File: src/rtl/seq_div_pkg.sv
// Shared types and constants for the sequential restoring divider.
package seq_div_pkg;

    localparam int DEF_N = 4;

    typedef enum logic [1:0] {
        IDLE = 2'd0,
        RUN  = 2'd1,
        DONE = 2'd2
    } state_t;

endpackage

File: src/rtl/rbs_sub.sv
// Ripple-borrow subtractor d = x - y, one generated borrow cell per bit.
module rbs_sub #(
    parameter int W = 5
) (
    input  logic [W-1:0] x,
    input  logic [W-1:0] y,
    output logic [W-1:0] d,
    output logic         bout
);

    logic [W:0] bw;

    assign bw[0] = 1'b0;

    for (genvar i = 0; i < W; i++) begin : g_cell
        // Full-subtractor cell: borrow out when x < y + borrow-in at this bit.
        assign d[i]    = x[i] ^ y[i] ^ bw[i];
        assign bw[i+1] = (~x[i] & y[i]) | (~(x[i] ^ y[i]) & bw[i]);
    end

    assign bout = bw[W];

endmodule

File: src/rtl/seq_div.sv
// Multi-cycle restoring divider, one quotient bit per clock behind start/done.
// Optional macro SEQ_DIV_SIGNED_EN switches operands and results to two's complement.
module seq_div
    import seq_div_pkg::*;
#(
    parameter int N = DEF_N
) (
    input  logic         clk,
    input  logic         rst_n,
    input  logic         start,
    input  logic [N-1:0] a,
    input  logic [N-1:0] b,
    output logic         busy,
    output logic         done,
    output logic [N-1:0] q,
    output logic [N-1:0] r,
    output logic         dz
);

    localparam int CW = $clog2(N);

    state_t        state;
    logic [CW-1:0] cnt;
    logic [N:0]    pr;
    logic [N-1:0]  qs;
    logic [N-1:0]  bl;

    logic [N-1:0]  am;
    logic [N-1:0]  bm;
    logic [N:0]    sh;
    logic [N:0]    diff;
    logic          bw;
    logic [N:0]    pr_next;
    logic [N-1:0]  qs_next;
    logic [N-1:0]  qf;
    logic [N-1:0]  rf;

`ifdef SEQ_DIV_SIGNED_EN
    logic          sq;
    logic          sr;

    // Magnitudes feed the unsigned core; -2^(N-1) maps to 2^(N-1) unsigned.
    assign am = a[N-1] ? N'(~a + 1'b1) : a;
    assign bm = b[N-1] ? N'(~b + 1'b1) : b;
    assign qf = sq ? N'(~qs_next + 1'b1) : qs_next;
    assign rf = sr ? N'(~pr_next[N-1:0] + 1'b1) : pr_next[N-1:0];
`else
    assign am = a;
    assign bm = b;
    assign qf = qs_next;
    assign rf = pr_next[N-1:0];
`endif

    // Top remainder bit is always zero between steps, so it drops out of the shift.
    assign sh = (N+1)'({pr, qs[N-1]});

    rbs_sub #(.W(N+1)) u_sub (
        .x    (sh),
        .y    ({1'b0, bl}),
        .d    (diff),
        .bout (bw)
    );

    assign pr_next = bw ? sh : diff;
    assign qs_next = {qs[N-2:0], ~bw};

    always_ff @(posedge clk or negedge rst_n) begin
        if (!rst_n) begin
            state <= IDLE;
            cnt   <= '0;
            pr    <= '0;
            qs    <= '0;
            bl    <= '0;
            busy  <= 1'b0;
            done  <= 1'b0;
            q     <= '0;
            r     <= '0;
            dz    <= 1'b0;
`ifdef SEQ_DIV_SIGNED_EN
            sq    <= 1'b0;
            sr    <= 1'b0;
`endif
        end else begin
            case (state)
                IDLE: begin
                    done <= 1'b0;
                    if (start) begin
                        bl <= bm;
`ifdef SEQ_DIV_SIGNED_EN
                        sq <= a[N-1] ^ b[N-1];
                        sr <= a[N-1];
`endif
                        if (b == '0) begin
                            q     <= '1;
                            r     <= a;
                            dz    <= 1'b1;
                            done  <= 1'b1;
                            state <= DONE;
                        end else begin
                            pr    <= '0;
                            qs    <= am;
                            cnt   <= '0;
                            busy  <= 1'b1;
                            state <= RUN;
                        end
                    end
                end
                RUN: begin
                    pr  <= pr_next;
                    qs  <= qs_next;
                    cnt <= cnt + 1'b1;
                    if (cnt == CW'(N-1)) begin
                        q     <= qf;
                        r     <= rf;
                        dz    <= 1'b0;
                        busy  <= 1'b0;
                        done  <= 1'b1;
                        state <= DONE;
                    end
                end
                DONE: begin
                    done  <= 1'b0;
                    state <= IDLE;
                end
                default: begin
                    busy  <= 1'b0;
                    done  <= 1'b0;
                    state <= IDLE;
                end
            endcase
        end
    end

endmodule

File: config.mk
export PLATFORM = sky130hd
export DESIGN_NAME = seq_div
export DESIGN_NICKNAME = d
export VERILOG_FILES = /design/src/rtl/seq_div_pkg.sv /design/src/rtl/rbs_sub.sv /design/src/rtl/seq_div.sv
export SDC_FILE = /design/constraint.sdc
export NUM_CORES = 1
export LEC_CHECK = 0
export ABC_AREA = 1
export ABC_CLOCK_PERIOD_IN_PS = 3100
export CORE_UTILIZATION = 30
export CTS_CLUSTER_SIZE = 30
export DETAILED_ROUTE_END_ITERATION = 8
export GPL_TIMING_DRIVEN = 0
export PLACE_DENSITY = 0.48
export SYNTH_ARGS = -nofsm -noshare
export SYNTH_HDL_FRONTEND = slang
export SYNTH_HIERARCHICAL = 1
export SYNTH_SLANG_ARGS = --single-unit
export TNS_END_PERCENT = 20
File: constraint.sdc
create_clock -name clk -period 3.1 [get_ports clk]
set_input_delay 0.62 -clock clk [delete_from_list [all_inputs] [get_ports clk]]
set_output_delay 0.62 -clock clk [all_outputs]
set_load 0.02 [all_outputs]
==> results of run 1 <==
path summary, 6_finish.rpt:
| kind | to |
|---|---|
| min in group clk | dz |
| hold reg to reg | dz |
| hold / removal | busy |
| max in group asynchronous | r[3] |
| setup reg to reg | r[1] |
| setup / recovery | r[1] |
synthesized netlist by cell type:
cell and count:
nand2_1 83, dfrtp_1 27, nand3_1 24, inv_1 19, o21ai_0 5, fa_1 4, inv_2 4, ha_1 2
nand2_2 2, nor2_1 2, a21oi_1 1, a21oi_2 1, buf_4 1, buf_6 1, conb_1 1, nand2_4 1
nor2_4 1, o21ai_1 1
final cells by class:
type                    count  area, µm²  area share [%]
plain buffers               2      18.77           1.089
clock buffers               4      45.04           2.614
inverters                  23      86.33           5.011
multi-input cells         128      626.9           36.38
flip-flops and latches     27      675.6           39.22
well taps                  52      65.06           3.776
repair buffers             21      205.2           11.91
state kept, by name (all words and copies together) (netlist names):
register and cells:
pr 4, r 4, bl 4, q 4, cnt 2, state 2
done 1, dz 1, busy 1, qs 4
metal layers:
metal	vias up	global-route usage (%)
met5	-	0
met3	4	3.030
met1	580	18.63
met2	7	23.41
met4	0	3.401
li1	600	-
metrics by stage:
stage / hold slack (ns) / setup slack, ns / cell area [µm²] / util (%) / instances
final: 0.3501 / 0.4650 / 1723 / 38.77 / 257
after CTS: 0.4844 / 0.4563 / 1728 / 38.88 / 257
after global placement: 0.4584 / 0.4905 / 1683 / 37.87 / 253
after floorplan: 0.3244 / 0.7708 / 1408 / - / 180
after detailed placement: 0.4625 / 0.4762 / 1683 / 37.87 / 253
after global routing: 0.3960 / 0.2214 / 1723 / 38.77 / 257
cell families (layout without fill, tap and decap cells):
| logic type | after synthesis | in the layout |
|---|---|---|
| AOI/OAI and AO/OA | 8 | 8 |
| adders and majority gates | 6 | 6 |
| buffers and inverters | 25 | 50 |
| DFF | 27 | 27 |
| other | 1 | 1 |
| and+or+nand+nor | 113 | 113 |
critical path: cells and delay by family, from the launching register on:
family,cells,cell delay [ns]
AND/OR/NAND/NOR,6,0.39
flip-flops,1,0.40
adder cells (fa/ha/maj),5,1.19
buffers and inverters,6,0.55
power breakdown:
group | leakage (µW) | internal, µW | switching [µW] | total, µW
Combinational | 0.000566 | 395 | 616 | 1010
Sequential | 0.000339 | 515 | 111 | 626
Clock | 0.0000228 | 92.1 | 106 | 199
Total | 0.000927 | 1000 | 834 | 1840
==> summary.txt, run 1 <==
Status
  – Outcome: complete, no violations

Logic synthesis
  – Yosys Warn Count: 6
  – Synthesized Nets: 197
  – Post-synth top area cell: dfrtp_1
  – Largest family of logic cells by synthesized area: simple AND/OR/NAND/NOR gates
  – Simple logic cell fraction of the synthesized area: 33.69%
  – Top-area cell type share of the netlist area: 48.00%
  – Mux cell area share after synthesis: 0%
  – Yosys reg bits: 27
  – Post-Syn Area: 1408 µm²
  – Synth Instances: 180
  – Synth Area in XOR/XNOR: 0%
  – Library cells used by synthesis: 18
  – Compound-gate portion of the synthesized area: 3.111%
  – Adder-cell area share of the yosys netlist: 7.467%
  – Sequential share of the synthesized area: 48.00%
  – Avg Inst Size Synth: 7.820 µm²
  – Synth top area cells: dfrtp_1 (48%), nand2_1 (22%), nand3_1 (8.5%)

STA
  – Slew margin rel.: 59.00%
  – RSZ-0062 raised after global routing: no
  – Worst-Margin Slew: 0.6151 ns
  – Max Clk Rate: 0.3795 GHz
  – Max Slew Vio Count: 0
  – Final min period: 2.635 ns
  – Final Setup Violations: 0
  – Period utilization: 85.00%
  – Setup tns final: 0 ns
  – Worst Skew: 0.003715 ns
  – Final Hold Fails: 0

Clock network
  – Cts bufs inserted: 3
  – Worst-path clk slew: 0.09 ns
  – Resized Gates After CTS: 0
  – TritonCTS clock tree: yes
  – Root Driver: clkbuf_8
  – CTS max path bufs: 2
  – Clock latency on the worst-skew pair: 0.27 ns
  – H-tree levels: 1
  – Postcts setup bufs: 0
  – # clock sinks: 27
  – Hold buffer count at cts: 0

Global routing
  – Total gr overflow: 0
  – Initial antenna violation count: 0
  – Aggregate global-route resource usage: 14.04%
  – First-pass GRT wire length: 5.506 mm
  – Number of global-route vias before repair: 1221
  – Largest net degree at the start of global routing: 28

Layout
  – Final nets: 223
  – Area Growth Syn to Fin: 22.40%
  – Most frequent cells in the layout: nand2_1 (83), dfrtp_1 (27), nand3_1 (24)
  – Fraction of layout instances using a drive strength above 1: 7.317%
  – Leading cell type in the layout, fill and taps excluded: nand2_1
  – # diodes: 0
  – Fillers: 483

Floorplan
  – Initial Utilization: 31.67%
  – Die area: 4970 µm²
  – I/O pin cnt: 22
  – Die W: 70.50 µm
  – Std cell rows: 24
  – Core area: 4444 µm²
  – Die H: 70.50 µm

Route
  – DR pass1 iterations: 4
  – Routed wl met2: 1.448 mm
  – Max layer used: met4
  – Initial DRC count: 60
  – ANT nets after route: 0
  – Routed met1 length: 1.499 mm
  – Vias per cell: 4.634
  – Drt drc: 0
  – Via count: 1191
  – Drt total wl: 3.043 mm
  – WL per Instance: 11.84 µm
  – Met3 Wirelength: 68 µm

Critical path
  – CP Data Arrival Time: 2.81 ns
  – Critical path launch point: qs[3]
  – R2R depth: 17
  – Worst reg2reg setup slack: 0.47 ns
  – Critical path class: reg -> reg
  – Worst EP required: 3.27 ns
  – CP max stage delay: 0.40 ns
  – Worst path cell trace: inv_1, ha_1, inv_1, fa_1, inv_1, fa_1, fa_1, inv_1, fa_1, inv_1, inv_1, nand2_1, nand2_1, nand2_1, nand2_1, nand3_1, nand2_1
  – CP dominant cell by count: inv_1
  – Reg-to-reg critical path startpoint: qs[3]
  – Crit. End Element: flop
  – CP max FO: 7
  – Slowest-stage cell, CP: dfrtp_1
  – Startpoint types: flop

Pwr
  – VDD IR max: 0.3762 mV
  – PD cells: 1065 nW/µm²
  – Leak pwr: 0.0009273 µW
  – Design Power: 1836 µW

Hold path
  – HP Class: in -> async

Flow run
  – Max cap viols: 0

Placement
  – Dpl hpwl: 2.342 mm
  – Port-buffer cells: 21
  – Gpl congestion: 0.8170
Note: power is estimated with default switching activity, not from simulation.
==> run 2: changes to the inputs <==
--- a/config.mk
+++ b/config.mk
@@ -6,12 +6,12 @@
 export NUM_CORES = 1
 export LEC_CHECK = 0
 export ABC_AREA = 1
-export ABC_CLOCK_PERIOD_IN_PS = 3100
+export ABC_CLOCK_PERIOD_IN_PS = 2300
 export CORE_UTILIZATION = 30
 export CTS_CLUSTER_SIZE = 30
 export DETAILED_ROUTE_END_ITERATION = 8
 export GPL_TIMING_DRIVEN = 0
-export PLACE_DENSITY = 0.48
+export PLACE_DENSITY = 0.49
 export SYNTH_ARGS = -nofsm -noshare
 export SYNTH_HDL_FRONTEND = slang
 export SYNTH_HIERARCHICAL = 1
==> constraint.sdc (replaced) <==
create_clock -name clk -period 2.3 [get_ports clk]
set_input_delay 0.46 -clock clk [delete_from_list [all_inputs] [get_ports clk]]
set_output_delay 0.46 -clock clk [all_outputs]
set_load 0.02 [all_outputs]
==> summary.txt, run 2 (synthesis gave the netlist of run 1 again) <==
Clock network
  – H-tree levels: 1 (unchanged)
  – # clock sinks: 27 (unchanged)
  – Hold buffer count at cts: 0 (unchanged)
  – TritonCTS clock tree: yes
  – Worst-path clk slew: 0.10 ns (about the same)
  – Root Driver: clkbuf_8
  – CTS max path bufs: 2 (unchanged)
  – Cts bufs inserted: 3 (unchanged)
  – Clock latency on the worst-skew pair: 0.28 ns (about the same)

Global routing
  – Met3 Use GR: 2.020% (-1.0 points)
  – Aggregate global-route resource usage: 13.93% (-0.11 points)
  – Total gr overflow: 0 (unchanged)
  – Initial antenna violation count: 0 (unchanged)
  – Number of global-route vias before repair: 1196 (-2.0%)
  – Met2 GRT Util: 23.19% (-0.22 points)
  – Largest net degree at the start of global routing: 28 (unchanged)
  – GR peak layer: met2
  – Met1 GRT Util: 18.74% (+0.11 points)
  – First-pass GRT wire length: 5.485 mm (-0.38%)

STA
  – Slew margin rel.: 59.09% (+0.093 points)
  – Max Slew Vio Count: 0 (unchanged)
  – Final Hold Fails: 0 (unchanged)
  – Hold_ws: 0.1802 ns (-0.1699 ns)
  – RSZ-0062 raised after global routing: yes
  – Worst Skew: 0.007450 ns (+0.003735 ns)
  – Post-route setup slack: -0.09231 ns (-0.5573 ns)
  – Setup tns final: -0.4737 ns (-0.4737 ns)
  – Period utilization: 104.0% (+19 points)
  – Worst-Margin Slew: 0.6137 ns (-0.001388 ns)
  – Max Clk Rate: 0.4180 GHz (+10%)
  – Final min period: 2.392 ns (-0.2427 ns)
  – Final Setup Violations: 6 (+6)

Route
  – Vias per cell: 4.714 (+1.7%)
  – Drt total wl: 3.220 mm (+5.8%)
  – Via count: 1235 (+3.7%)
  – DR pass1 iterations: 5 (+1)
  – Drt drc: 0 (unchanged)
  – ANT nets after route: 0 (unchanged)
  – Initial DRC count: 92 (+53%)
  – WL per Instance: 12.29 µm (+3.8%)

Critical path
  – CP Data Arrival Time: 2.62 ns (-0.19 ns)
  – CP max FO: 6 (-1)
  – Worst EP required: 2.53 ns (-0.74 ns)
  – Worst reg2reg setup slack: -0.09 ns (-0.56 ns)
  – Startpoint types: flop
  – Crit. End Element: flop
  – Critical path class: reg -> reg

Pwr
  – VDD IR max: 0.5619 mV (+49%)
  – PD cells: 1485 nW/µm² (+39%)
  – Leak pwr: 0.0009497 µW (+2.4%)

Layout
  – Most frequent cells in the layout: nand2_1 (78), dfrtp_1 (27), nand3_1 (23)
  – # diodes: 0 (unchanged)
  – Final nets: 228 (+2.2%)
  – Area of the multi-input gates: 660.6 µm² (+5.4%)
  – Fillers: 475 (-1.7%)
  – Area Growth Syn to Fin: 28.27%
  – Finished Cell Area: 1805 µm² (+4.8%)
  – Fraction of layout instances using a drive strength above 1: 18.10% (+11 points)
  – Register Area: 675.6 µm² (unchanged)
  – Leading cell type in the layout, fill and taps excluded: nand2_1

Hold path
  – HP Class: in -> async

Status
  – Outcome: finished, violations left
  – Failing checks: setup timing

Floorplan
  – Die area: 4970 µm² (unchanged)
  – Die H: 70.50 µm (unchanged)
  – Initial Utilization: 31.67% (unchanged)
  – I/O pin cnt: 22 (unchanged)
  – Die W: 70.50 µm (unchanged)
  – Std cell rows: 24 (unchanged)
  – Core area: 4444 µm² (unchanged)

Placement
  – Gpl congestion: 0.8034 (-1.7%)
  – Dpl hpwl: 2.343 mm (about the same)
  – Placed cell areas: 1683 µm² (unchanged)
  – Port-buffer cells: 21 (unchanged)

Flow run
  – Max cap viols: 0 (unchanged)
==> run 2: cell types whose count changed in the layout (fill, tap and decap cells not counted), sizes merged <==
cell,change
clkinv,+1
buf,+5
clkbuf,-1
==> run 2: power by group <==
part | total (µW) | internal, µW | switching [µW]
registers | 842 | 693 | 149
clock network | 284 | 122 | 162
logic | 1550 | 638 | 916
==> run 2: repair_timing <==
action,CTS,global route
resized for setup,6,14
setup endpoints to repair,9,10
setup buffers,3,2
pin swaps,0,1
==> run 2: worst paths after layout <==
check,start,endpoint,depth (start not counted)
worst max-delay path,qs[3],r[3],17
worst min-delay path,rst_n,cnt[0],1
worst max register to register,qs[3],r[3],17
worst min register to register,busy,busy,2
max in group asynchronous,rst_n,bl[0],1
min in group clk,busy,busy,2
==> run 2: cell type report <==
class                           instances  area share (%)
Inverter                               23           4.920
Multi-Input combinational cell        128           36.59
Tap cell                               52           3.604
Timing Repair Buffer                   26           13.86
Buffer                                  2           1.040
Sequential cell                        27           37.42
Clock inverter                          1          0.2772
Clock buffer                            3           2.287
==> run 2: routing by layer <==
metal  wire (µm)  share of wire [%]  vias up
li1            -                  -      611
met1        1530                 48      598
met2        1551                 48       19
met3          76                2.4        7
met4          61                1.9        0
met5           0                  0        -
==> run 2: worst max-delay path, cell delays in order (launching register included) <==
cell and delay, ns:
dfrtp_1 0.40, inv_1 0.06, ha_2 0.16, inv_2 0.03
fa_2 0.33, inv_2 0.06, fa_2 0.19, fa_2 0.19
inv_2 0.04, fa_2 0.34, inv_4 0.09, buf_6 0.09
nand2_1 0.04, nand2_1 0.08, nand2_2 0.06, nand2_1 0.07
nand3_1 0.06, nand2_1 0.06
==> run 2: through the flow <==
stage,worst slack [ns],utilization [%],instances,total power (µW)
floorplan,0.009052,-,180,1786
finish,-0.09231,40.63,262,2680
detailed placement,-0.2137,37.87,253,2251
global route,-0.2522,40.63,262,2942
global placement,-0.2307,37.87,253,2218
CTS,-0.1418,39.64,260,2607
==> run 3: changes to the inputs <==
==> constraint.sdc (replaced) <==
create_clock -name clk -period 2.3 [get_ports clk]
set_input_delay 0.46 -clock clk [delete_from_list [all_inputs] [get_ports clk]]
set_output_delay 0.46 -clock clk [all_outputs]
set_load 0.005 [all_outputs]
==> results of run 3 <==
Same layout as run 2 (identical final DEF). Status: finished, violations left: setup timing.
Main changes from that run: total power 2680 µW -> 2574 µW; worst IR drop on VDD 0.5619 mV -> 0.5607 mV
==> RTL change (config.mk and constraints of run 2) <==
Add a define of `SEQ_DIV_SIGNED_EN`.
--- a/src/rtl/seq_div.sv
+++ b/src/rtl/seq_div.sv
@@ -1,4 +1,6 @@
 // Multi-cycle restoring divider, one quotient bit per clock behind start/done.
 // Optional macro SEQ_DIV_SIGNED_EN switches operands and results to two's complement.
+`define SEQ_DIV_SIGNED_EN
+
 module seq_div
     import seq_div_pkg::*;
Check against the original RTL: not equivalent (Yosys sat finds a counterexample within 10 cycles, from zero or initial values and one cycle with rst_n low).
==> RTL change against run 2 <==
- the run still ends with negative setup slack left
- final area is 26% higher
- combinational power is 41% higher
- routed wire length increased by 20%
- critical path type unchanged
- power grew 33%
- synthesized area up 21%
- sequential cell count grew 2
- highest routed layer unchanged
- worst setup slack lost 0.45 ns
- largest cell class is now multi-input gates
- cell count rose by 23%
==> RTL change: results (changes against run 2) <==
Number of buffers inserted by post-CTS setup repair - 7 (+4)
Sum of net half-perimeters after detailed placement - 2760 microns (+18%)
Detail Route met2 WL - 1800 microns (+16%)
Finish-stage setup viols - 12 (+6)
Worst-margin pin slew - 0.671 ns (+0.0578 ns)
Clock input transition at the sequential cells of the worst setup and hold paths - 0.07 ns (-0.03 ns)
Count of distinct cell types in the synthesized netlist - 32 (+14)
# H-tree levels - 2 (+1)
Clock sink total - 29 (+7.4%)
Filler instances - 608 (+28%)
Static power due to leakage - 1.08 nW (+14%)
Violations in the final reports - negative setup slack
Final-stage net count - 271 (+19%)
Area of placed instances - 2030 sq um (+20%)
Clock Network Area Fraction - 4.47% (+1.9 points)
Number of gates resized after CTS - 14 (+8)
Number of global-route vias before repair - 1421 (+19%)
Total iterations of the first detailed-routing run - 4 (-1)
Maximum number of pins on one net before global-route repair - 30 (+7.1%)
Met2 GRT Util - 23.5% (+0.35 points)
Run status - finished with violations
Routed WL - 3870 microns (+20%)
R2r endpoint - r[2]$_DFFE_PN0P_
Fin worst setup slack - -0.545 ns (-0.453 ns)
Reg2reg path depth - 22 (+5)
## RTL change: cell count changes after synthesis, sizes merged, moves of 4 or more
cell | before | now
nand3 | 24 | 11
inv | 23 | 39
nand2 | 86 | 60
nor2 | 3 | 15
ha | 2 | 6
o21ai | 6 | 25
a21oi | 2 | 8
## RTL change: stage by stage
step	hold WS [ns]	instances	setup WS (ns)	setup TNS (ns)	power (mW)
after global routing	0.267	323	-0.717	-5.37	3.92
after CTS	0.229	323	-0.551	-3.70	3.48
after floorplan	0.164	215	-0.422	-1.22	2.21
after detailed placement	0.468	308	-0.642	-3.19	2.72
final	0.204	323	-0.545	-3.70	3.56
after global placement	0.459	308	-0.657	-3.18	2.71
## RTL change: cells by family (layout without fill, tap and decap cells)
logic type,count (synthesis),in the layout,share of synthesized area [%]
buf+inv,44,80,10.9
xor+xnor,3,3,1.55
fa+ha+maj,10,10,9.12
simple gates,89,89,22.3
compound gates,39,39,13.2
flops,29,29,42.7
other cells,1,1,0.221
